===== src/rtl/speed_evt_pkg.sv =====
// Shared types and constants for the push-button speed event generator.
package speed_evt_pkg;

  typedef enum logic [1:0] {IDLE, FIRE, HOLD, RPT} key_state_t;

  // Listed in arbitration priority order, highest first.
  typedef enum logic [1:0] {EVT_RESET, EVT_UP, EVT_DOWN} speed_evt_t;

  localparam int SYNC_STAGES = 2;
  localparam int N_EVT       = 3;

  function automatic int max_int(input int a, input int b);
    return (a > b) ? a : b;
  endfunction

endpackage


===== src/rtl/key_debouncer.sv =====
// One key: 2-flop synchroniser, debouncer, press-edge FSM and auto-repeat timer.
module key_debouncer
  import speed_evt_pkg::*;
#(
  parameter int DEBOUNCE_CYCLES = 270_000,
  parameter int REPEAT_DELAY    = 13_500_000,
  parameter int REPEAT_PERIOD   = 2_700_000,
  parameter bit REPEAT_EN       = 1'b1
) (
  input  logic clk,
  input  logic rst_i,
  input  logic key_n_i,
  output logic req_o
);

  localparam int DB_W   = $clog2(DEBOUNCE_CYCLES + 1);
  localparam int HOLD_W = $clog2(max_int(REPEAT_DELAY, REPEAT_PERIOD) + 1);

  logic [SYNC_STAGES-1:0] sync_q;
  logic [DB_W-1:0]        db_cnt_q;
  logic                   db_n_q;
  logic                   synced_n;
  key_state_t             state_q;
  logic [HOLD_W-1:0]      hold_q;
  logic                   req_q;

  assign synced_n = sync_q[SYNC_STAGES-1];
  assign req_o    = req_q;

  // NOTE: sync flops reset to 1 (released) so leaving reset never looks like a press.
  always_ff @(posedge clk or posedge rst_i) begin
    if (rst_i) begin
      sync_q   <= '1;
      db_cnt_q <= '0;
      db_n_q   <= 1'b1;
    end else begin
      // NOTE: non-blocking everywhere here, so sync_q shifts as a real flop chain.
      sync_q <= {sync_q[SYNC_STAGES-2:0], key_n_i};
      // Any return of the synced level to the accepted level restarts the stability count.
      if (synced_n == db_n_q) begin
        db_cnt_q <= '0;
      end else if (db_cnt_q == DB_W'(DEBOUNCE_CYCLES - 1)) begin
        db_n_q   <= synced_n;
        db_cnt_q <= '0;
      end else begin
        db_cnt_q <= db_cnt_q + DB_W'(1);
      end
    end
  end

  always_ff @(posedge clk or posedge rst_i) begin
    if (rst_i) begin
      state_q <= IDLE;
      hold_q  <= '0;
      req_q   <= 1'b0;
    end else begin
      req_q <= 1'b0;
      if (hold_q != '1) hold_q <= hold_q + HOLD_W'(1);
      unique case (state_q)
        IDLE: begin
          if (!db_n_q) begin
            state_q <= FIRE;
            req_q   <= 1'b1;
            hold_q  <= HOLD_W'(1);
          end
        end
        FIRE: state_q <= HOLD;
        HOLD: begin
          if (db_n_q) begin
            state_q <= IDLE;
          end else if (REPEAT_EN && hold_q == HOLD_W'(REPEAT_DELAY)) begin
            state_q <= RPT;
            req_q   <= 1'b1;
            hold_q  <= HOLD_W'(1);
          end
        end
        RPT: begin
          if (db_n_q) begin
            state_q <= IDLE;
          end else if (hold_q == HOLD_W'(REPEAT_PERIOD)) begin
            req_q  <= 1'b1;
            hold_q <= HOLD_W'(1);
          end
        end
        default: state_q <= IDLE;
      endcase
    end
  end

endmodule


===== src/rtl/speed_event_gen.sv =====
// Board keys to single-cycle speed events: three debounced keys plus a priority
// arbiter with per-key pending flags so at most one event fires per cycle.
module speed_event_gen
  import speed_evt_pkg::*;
#(
  parameter int DEBOUNCE_CYCLES = 270_000,
  parameter int REPEAT_DELAY    = 13_500_000,
  parameter int REPEAT_PERIOD   = 2_700_000,
  parameter bit REPEAT_EN       = 1'b1
) (
  input  logic clk,
  input  logic reset,
  input  logic key_speed_up_n,
  input  logic key_speed_down_n,
  input  logic key_speed_reset_n,
  output logic speed_up_event,
  output logic speed_down_event,
  output logic speed_reset_event
);

  logic [N_EVT-1:0] key_n;
  logic [N_EVT-1:0] req;
  logic [N_EVT-1:0] want;
  logic [N_EVT-1:0] grant;
  logic [N_EVT-1:0] pend_d, pend_q;
  logic [N_EVT-1:0] evt_q;

  assign key_n[EVT_RESET] = key_speed_reset_n;
  assign key_n[EVT_UP]    = key_speed_up_n;
  assign key_n[EVT_DOWN]  = key_speed_down_n;

  for (genvar i = 0; i < N_EVT; i++) begin : g_key
    key_debouncer #(
      .DEBOUNCE_CYCLES(DEBOUNCE_CYCLES),
      .REPEAT_DELAY   (REPEAT_DELAY),
      .REPEAT_PERIOD  (REPEAT_PERIOD),
      .REPEAT_EN      ((i == int'(EVT_RESET)) ? 1'b0 : REPEAT_EN)
    ) u_key (
      .clk    (clk),
      .rst_i  (reset),
      .key_n_i(key_n[i]),
      .req_o  (req[i])
    );
  end

  // A new request for an already-pending key simply ORs in, so it is merged.
  always_comb begin
    // NOTE: every output of this block gets a default first, otherwise a latch is inferred.
    want  = req | pend_q;
    grant = '0;
    if (want[EVT_RESET])     grant[EVT_RESET] = 1'b1;
    else if (want[EVT_UP])   grant[EVT_UP]    = 1'b1;
    else if (want[EVT_DOWN]) grant[EVT_DOWN]  = 1'b1;
    pend_d = want & ~grant;
    if (grant[EVT_RESET]) begin
      pend_d[EVT_UP]   = 1'b0;
      pend_d[EVT_DOWN] = 1'b0;
    end
  end

  always_ff @(posedge clk or posedge reset) begin
    if (reset) begin
      pend_q <= '0;
      evt_q  <= '0;
    end else begin
      pend_q <= pend_d;
      evt_q  <= grant;
    end
  end

  assign speed_reset_event = evt_q[EVT_RESET];
  assign speed_up_event    = evt_q[EVT_UP];
  assign speed_down_event  = evt_q[EVT_DOWN];

endmodule


===== config.mk =====
export PLATFORM = sky130hd
export DESIGN_NAME = speed_event_gen
export DESIGN_NICKNAME = d
export VERILOG_FILES = /design/src/rtl/speed_evt_pkg.sv /design/src/rtl/key_debouncer.sv /design/src/rtl/speed_event_gen.sv
export SDC_FILE = /design/constraint.sdc
export NUM_CORES = 1
export LEC_CHECK = 0
export ABC_AREA = 1
export CELL_PAD_IN_SITES_DETAIL_PLACEMENT = 0
export CELL_PAD_IN_SITES_GLOBAL_PLACEMENT = 1
export CORE_ASPECT_RATIO = 0.9
export CORE_MARGIN = 4
export CORE_UTILIZATION = 51
export DETAILED_ROUTE_END_ITERATION = 10
export PLACE_DENSITY = 0.85
export SLEW_MARGIN = 20
export SYNTH_ARGS = -nofsm -noshare
export SYNTH_HDL_FRONTEND = slang
export SYNTH_HIERARCHICAL = 1
export SYNTH_SLANG_ARGS = --single-unit

===== constraint.sdc =====
create_clock -name clk -period 2.4 [get_ports clk]
set_input_delay 0.48 -clock clk [delete_from_list [all_inputs] [get_ports clk]]
set_output_delay 0.48 -clock clk [all_outputs]
set_load 0.1 [all_outputs]

==> qor.csv, run 1 <==
metric,value,unit
post-CTS sizing,0,
clk slew on worst S/H paths,60,ps
Starting Density,0.523,
RSZ-0062 raised after global routing,no,
total core area,17800,sq um
initial antenna violation count,0,
largest net degree at the start of global routing,50,
Final min period,1920,ps
Worst EP required,2700,ps
startpoint types,register,
layout cell share with drive strength beyond 1,0.132,
crit path capture type,register,
Setup TNS Final,0,ps
1st-iter DRT viols,512,
vias post-DR,7723,
synthesized cell area,9310,sq um
I/O pin total,8,
setup violators final,0,
CTS Sinks,152,
remaining antenna violation count,0,
period utilisation layout,0.800,
"most common cell after layout, fill and taps aside",nand2_1,
"delay-heaviest family, CP",simple AND/OR/NAND/NOR gates,
Die X,150,um
TritonCTS clock tree,built,
Flop pwr share,0.467,
Fill cells,1699,
final count of hold timing violations,0,
"Critical Path, Cell by Cell","ha_1, inv_1, nor2_2, nand2_2, nor2_4, nand3_4, inv_2, nand2_1, o21ai_0, nor2_1",
Rows,46,
CTS max path bufs,2,
drt total wl,20700,um
diode count,0,
Cell variety after synth,46,
Buffers on Ports,7,
fmax,521,MHz
clk_lat worst skew,420,ps
actual slew at the worst max-slew pin,598,ps
vias in the first global route,7414,
async set or reset register ratio after synthesis,1.00,
yosys warns,6,
clk_skew,9.82,ps
FF/Latch Area,3810,sq um
final worst slack,481,ps
root buffer cell,clkbuf_16,
WP buf/inv,2,
pre-CTS setup slack,515,ps
die area,20500,sq um
Switching Share,0.212,
status,finished clean,
syn nets,1289,
Pint,4.39,mW
Layout Utilization,0.575,
Post-synth EDFFs,0,
H-tree levels,4,
combinational share of power,0.023,
maximum vdd drop,0.000399,V
Pre-Repair DR Iteration Count,5,
Power per Cell Area,544,nW/um^2
CTS Buf Count,17,
Layout area overhead,9.93,%
Worst path max stage delay,420,ps
via density per instance,5.00,
Total GRT Usage,0.216,
Die Ht,136,um
CP arrival,2220,ps
Setup CP Type,reg -> reg,
leading register cell type out of synthesis,dfrtp_1,
Synth Register Bits,152,
register area share after synthesis,0.410,
final cell count without fillers,1545,
Rel. slew slack,0.599,
WL/cell,13.4,um
HP Class,reg -> reg,
crit path max fanout,13,
Setup Buffers After CTS,0,
clock share of power,0.510,
placer congestion estimate,0.862,
first-pass GRT wire length,35800,um
"commonest cells after routing, fill and taps aside","nand2_1, nor2_1, inv_1, dfrtp_1, nand3_1",
DRC,0,
Max Cap Violations,0,
placed cells,1513,
Final Slew Violations,0,
NetSw,1.18,mW
syn avg cell area,7.33,sq um
gr ovfl total,0,
footprint of the multi-input gates,4700,sq um
Post-DP HPWL,15700,um
Nets,1310,
slowest CP cell,dfrtp_1,
count of hold-fix buffers inserted at cts,0,
post-synthesis cell count,1271,
P_leak,4.55,nW
-- per-stage QoR --
step	hold WS (ps)	cell area [sq um]	total power, mW
2_1_floorplan	259	9310	2.73
3_3_place_gp	347	9620	2.78
3_5_place_dp	348	9620	2.78
4_1_cts	357	10200	5.65
5_1_grt	362	10200	5.78
6_report	356	10200	5.57
-- synth_stat cells (4+ instances only) --
cell type	count	area share
a21oi_1	28	0.015
a21oi_2	7	0.0066
buf_6	6	0.0073
dfrtp_1	143	0.38
dfstp_2	9	0.025
ha_1	13	0.017
inv_1	154	0.062
inv_2	19	0.0077
nand2_1	302	0.12
nand2_2	16	0.011
nand2_4	4	0.0048
nand3_1	69	0.037
nand3b_1	5	0.0040
nand4_1	34	0.023
nor2_1	253	0.10
nor2_2	38	0.026
nor2_4	14	0.017
nor3_1	31	0.017
nor3_2	4	0.0043
nor3b_1	6	0.0048
o21ai_0	20	0.011
o21ai_2	4	0.0038
o31ai_1	4	0.0032
or2_2	8	0.0054
xnor2_1	8	0.0075
xor2_1	46	0.043
-- state kept, by name, summed over array words and instances (netlist names) --
| signal | count |
|---|---|
| g_key.u_key/hold_q | 72 |
| pend_q | 2 |
| g_key.u_key/db_cnt_q | 57 |
| g_key.u_key/req_o | 3 |
| g_key.u_key/sync_q | 6 |
| evt_q | 3 |
| g_key.u_key/state_q | 6 |
| g_key.u_key/db_n_q | 3 |
-- cell type report --
cell class | instances | area share
Multi-Input combinational cell | 934 | 0.459
Sequential cell | 152 | 0.373
Inverter | 175 | 0.0648
Clock inverter | 11 | 0.0165
Clock buffer | 21 | 0.0440
Timing Repair Buffer | 12 | 0.0134
Tap cell | 240 | 0.0293
-- power by group through the flow --
stage          Sequential, mW  Clock (mW)  Combinational (mW)
6_report                 2.60        2.84               0.127
5_1_grt                  2.60        3.02               0.150
4_1_cts                  2.60        2.91               0.134
3_5_place_dp             2.65           0               0.134
3_3_place_gp             2.65           0               0.132
2_1_floorplan            2.65           0              0.0746
-- per-layer routing --
| metal | wire length [um] | vias to the layer above | GRT usage |
|---|---|---|---|
| met4 | 183 | 0 | 0.0508 |
| li1 | - | 4011 | - |
| met2 | 9590 | 87 | 0.347 |
| met3 | 600 | 14 | 0.0360 |
| met5 | 0 | - | 0 |
| met1 | 10400 | 3611 | 0.309 |
-- path summary, 6_finish.rpt --
check	start	endpoint	slack, ps	cells past startpoint
max in group asynchronous	reset	g_key[0].u_key/db_n_q	1300	3
max reg2reg	g_key[0].u_key/hold_q[0]	g_key[0].u_key/hold_q[1]	480	10
max	g_key[0].u_key/hold_q[0]	g_key[0].u_key/hold_q[1]	480	10
min reg2reg	g_key[0].u_key/sync_q[0]	g_key[0].u_key/sync_q[1]	360	0
min in group asynchronous	reset	pend_q[1]	450	2
min	g_key[0].u_key/sync_q[0]	g_key[0].u_key/sync_q[1]	360	0
-- cells by family after synthesis --
logic type,after synthesis,share of synthesized area
flip-flops,152,0.410
adder cells (fa/ha/maj),13,0.0175
AND/OR/NAND/NOR,793,0.389
AO/OA/AOI/OAI,73,0.0468
XOR/XNOR,54,0.0508
buffers and inverters,185,0.0855
other,1,0.000403
(Power assumes the default switching activity.)
==> run 2: changes to the inputs <==
- CORE_UTILIZATION: 51 -> 48
- PLACE_DENSITY: 0.85 -> 0.8
- clock period: 2.4 -> 1.9 ns (I/O delays scaled with it)
==> run 2 against run 1 <==
  * Final cell count grew 2.0%
  * Wire length rose by 4.4%
  * First-iteration DRC count down 12%
  * Sequential share of layout area shrank 0.80 points
  * Maximum frequency grew 9.0%
  * Total power grew 29%
  * Core utilization decreased by 2.8 points
  * Sequential power rose by 26%
==> qor.csv, run 2 (synthesized netlist as in run 1, its figures left out) <==
metric,value,unit
crit path max fanout,12,
clk_lat worst skew,430,ps
"Endpoint, Worst Hold",g_key[2].u_key/sync_q[1],
worst hold margin,355,ps
clk_skew,9.85,ps
Rel. slew slack,0.666,
remaining antenna violation count,0,
DRC,0,
R2R Path End,g_key[2].u_key/hold_q[1],
CTS Sinks,152,
Die Ht,140,um
setup violators final,0,
final cell count without fillers,1576,
root buffer cell,clkbuf_16,
Fill cells,1870,
R2R depth,10,
CTS max path bufs,2,
maximum vdd drop,0.000482,V
pre-CTS setup slack,109,ps
layout cell share with drive strength beyond 1,0.150,
final worst slack,139,ps
Post-DP HPWL,15800,um
H-tree levels,4,
Worst EP required,2210,ps
Nets,1331,
count of hold-fix buffers inserted at cts,0,
fmax,568,MHz
total core area,19100,sq um
Min-Delay Path Depth,0,
cell area after layout,10500,sq um
startpoint types,register,
Total GRT Usage,0.210,
CP arrival,2070,ps
total power,7.18,mW
"most common cell after layout, fill and taps aside",nand2_1,
Buffers on Ports,7,
Final Slew Violations,0,
r2r startpoint,g_key[2].u_key/hold_q[0],
clk slew on worst S/H paths,60,ps
Setup TNS Final,0,ps
post-placement cell area,9770,sq um
P_leak,4.66,nW
via density per instance,4.97,
hold_sp,g_key[2].u_key/sync_q[0],
period utilisation layout,0.927,
Die X,155,um
"commonest cells after routing, fill and taps aside","nand2_1, nor2_1, inv_1, dfrtp_1, nand3_1",
drt total wl,21600,um
vias in the first global route,7512,
Final min period,1760,ps
placed cells,1540,
diode count,0,
TritonCTS clock tree,built,
final count of hold timing violations,0,
Rows,48,
Setup CP Type,reg -> reg,
Layout area overhead,12.4,%
Regs by FF count,"g_key.u_key/hold_q (72), g_key.u_key/db_cnt_q (57)",
I/O pin total,8,
status,finished clean,
CTS Buf Count,17,
vias post-DR,7828,
gr ovfl total,0,
Power per Cell Area,686,nW/um^2
die area,21700,sq um
Pre-Repair DR Iteration Count,5,
crit path capture type,register,
first-pass GRT wire length,37000,um
actual slew at the worst max-slew pin,497,ps
placer congestion estimate,0.879,
worst reg-to-reg setup slack,140,ps
Starting Density,0.487,
Max Cap Violations,0,
initial antenna violation count,0,
Layout Utilization,0.548,
RSZ-0062 raised after global routing,no,
HP Class,reg -> reg,
max reg flops,72,
largest net degree at the start of global routing,50,
WL/cell,13.7,um
1st-iter DRT viols,449,
Biggest register,g_key.u_key/hold_q,
run 2: layer usage:
layer	share of wire	vias to the layer above	GRT usage	routed length, um
li1	-	4055	-	-
met1	0.51	3609	0.310	11100
met2	0.44	147	0.322	9420
met3	0.044	17	0.0399	951
met4	0.0086	0	0.0479	186
met5	0	-	0	0
run 2: layout make-up:
class | count | area (sq um) | area share
multi-input cells | 935 | 4720 | 0.451
flip-flops and latches | 152 | 3820 | 0.365
inverters | 175 | 664 | 0.0635
clock buffers | 19 | 453 | 0.0433
well taps | 250 | 313 | 0.0299
repair buffers | 32 | 300 | 0.0287
clock inverters | 13 | 194 | 0.0185
run 2: report_power, final:
part / total [mW] / switching (mW) / internal [mW] / leakage [nW]
clock network: 3.72 / 1.44 / 2.29 / 0.308
logic: 0.170 / 0.124 / 0.0459 / 2.33
registers: 3.28 / 0.0172 / 3.27 / 2.02
total: 7.18 / 1.58 / 5.60 / 4.66
run 2: critical path, stage by stage (launching register included):
cell and delay, ps:
dfrtp_1 450, ha_1 200, nand2_1 100, nor2_4 150
nand2_2 100, nor2_4 130, nand2_2 140, inv_4 180
nand2_1 70, o21ai_1 80, nor2_1 60
run 2: worst max path at each step:
stage	slack, ps	end	cells after the start	startpoint
after floorplan	320	g_key[1].u_key/hold_q[13]	10	g_key[1].u_key/hold_q[0]
after global placement	150	g_key[2].u_key/hold_q[12]	10	g_key[2].u_key/hold_q[0]
after detailed placement	110	g_key[2].u_key/hold_q[13]	10	g_key[2].u_key/hold_q[0]
after CTS	100	g_key[1].u_key/hold_q[1]	9	g_key[1].u_key/hold_q[0]
after global routing	10	g_key[2].u_key/hold_q[1]	10	g_key[2].u_key/hold_q[0]
final	140	g_key[2].u_key/hold_q[1]	10	g_key[2].u_key/hold_q[0]
run 2: what timing repair did:
action,CTS,global route
endpoints found under the setup margin,0,40
gates resized for setup,0,5
buffers inserted,0,3
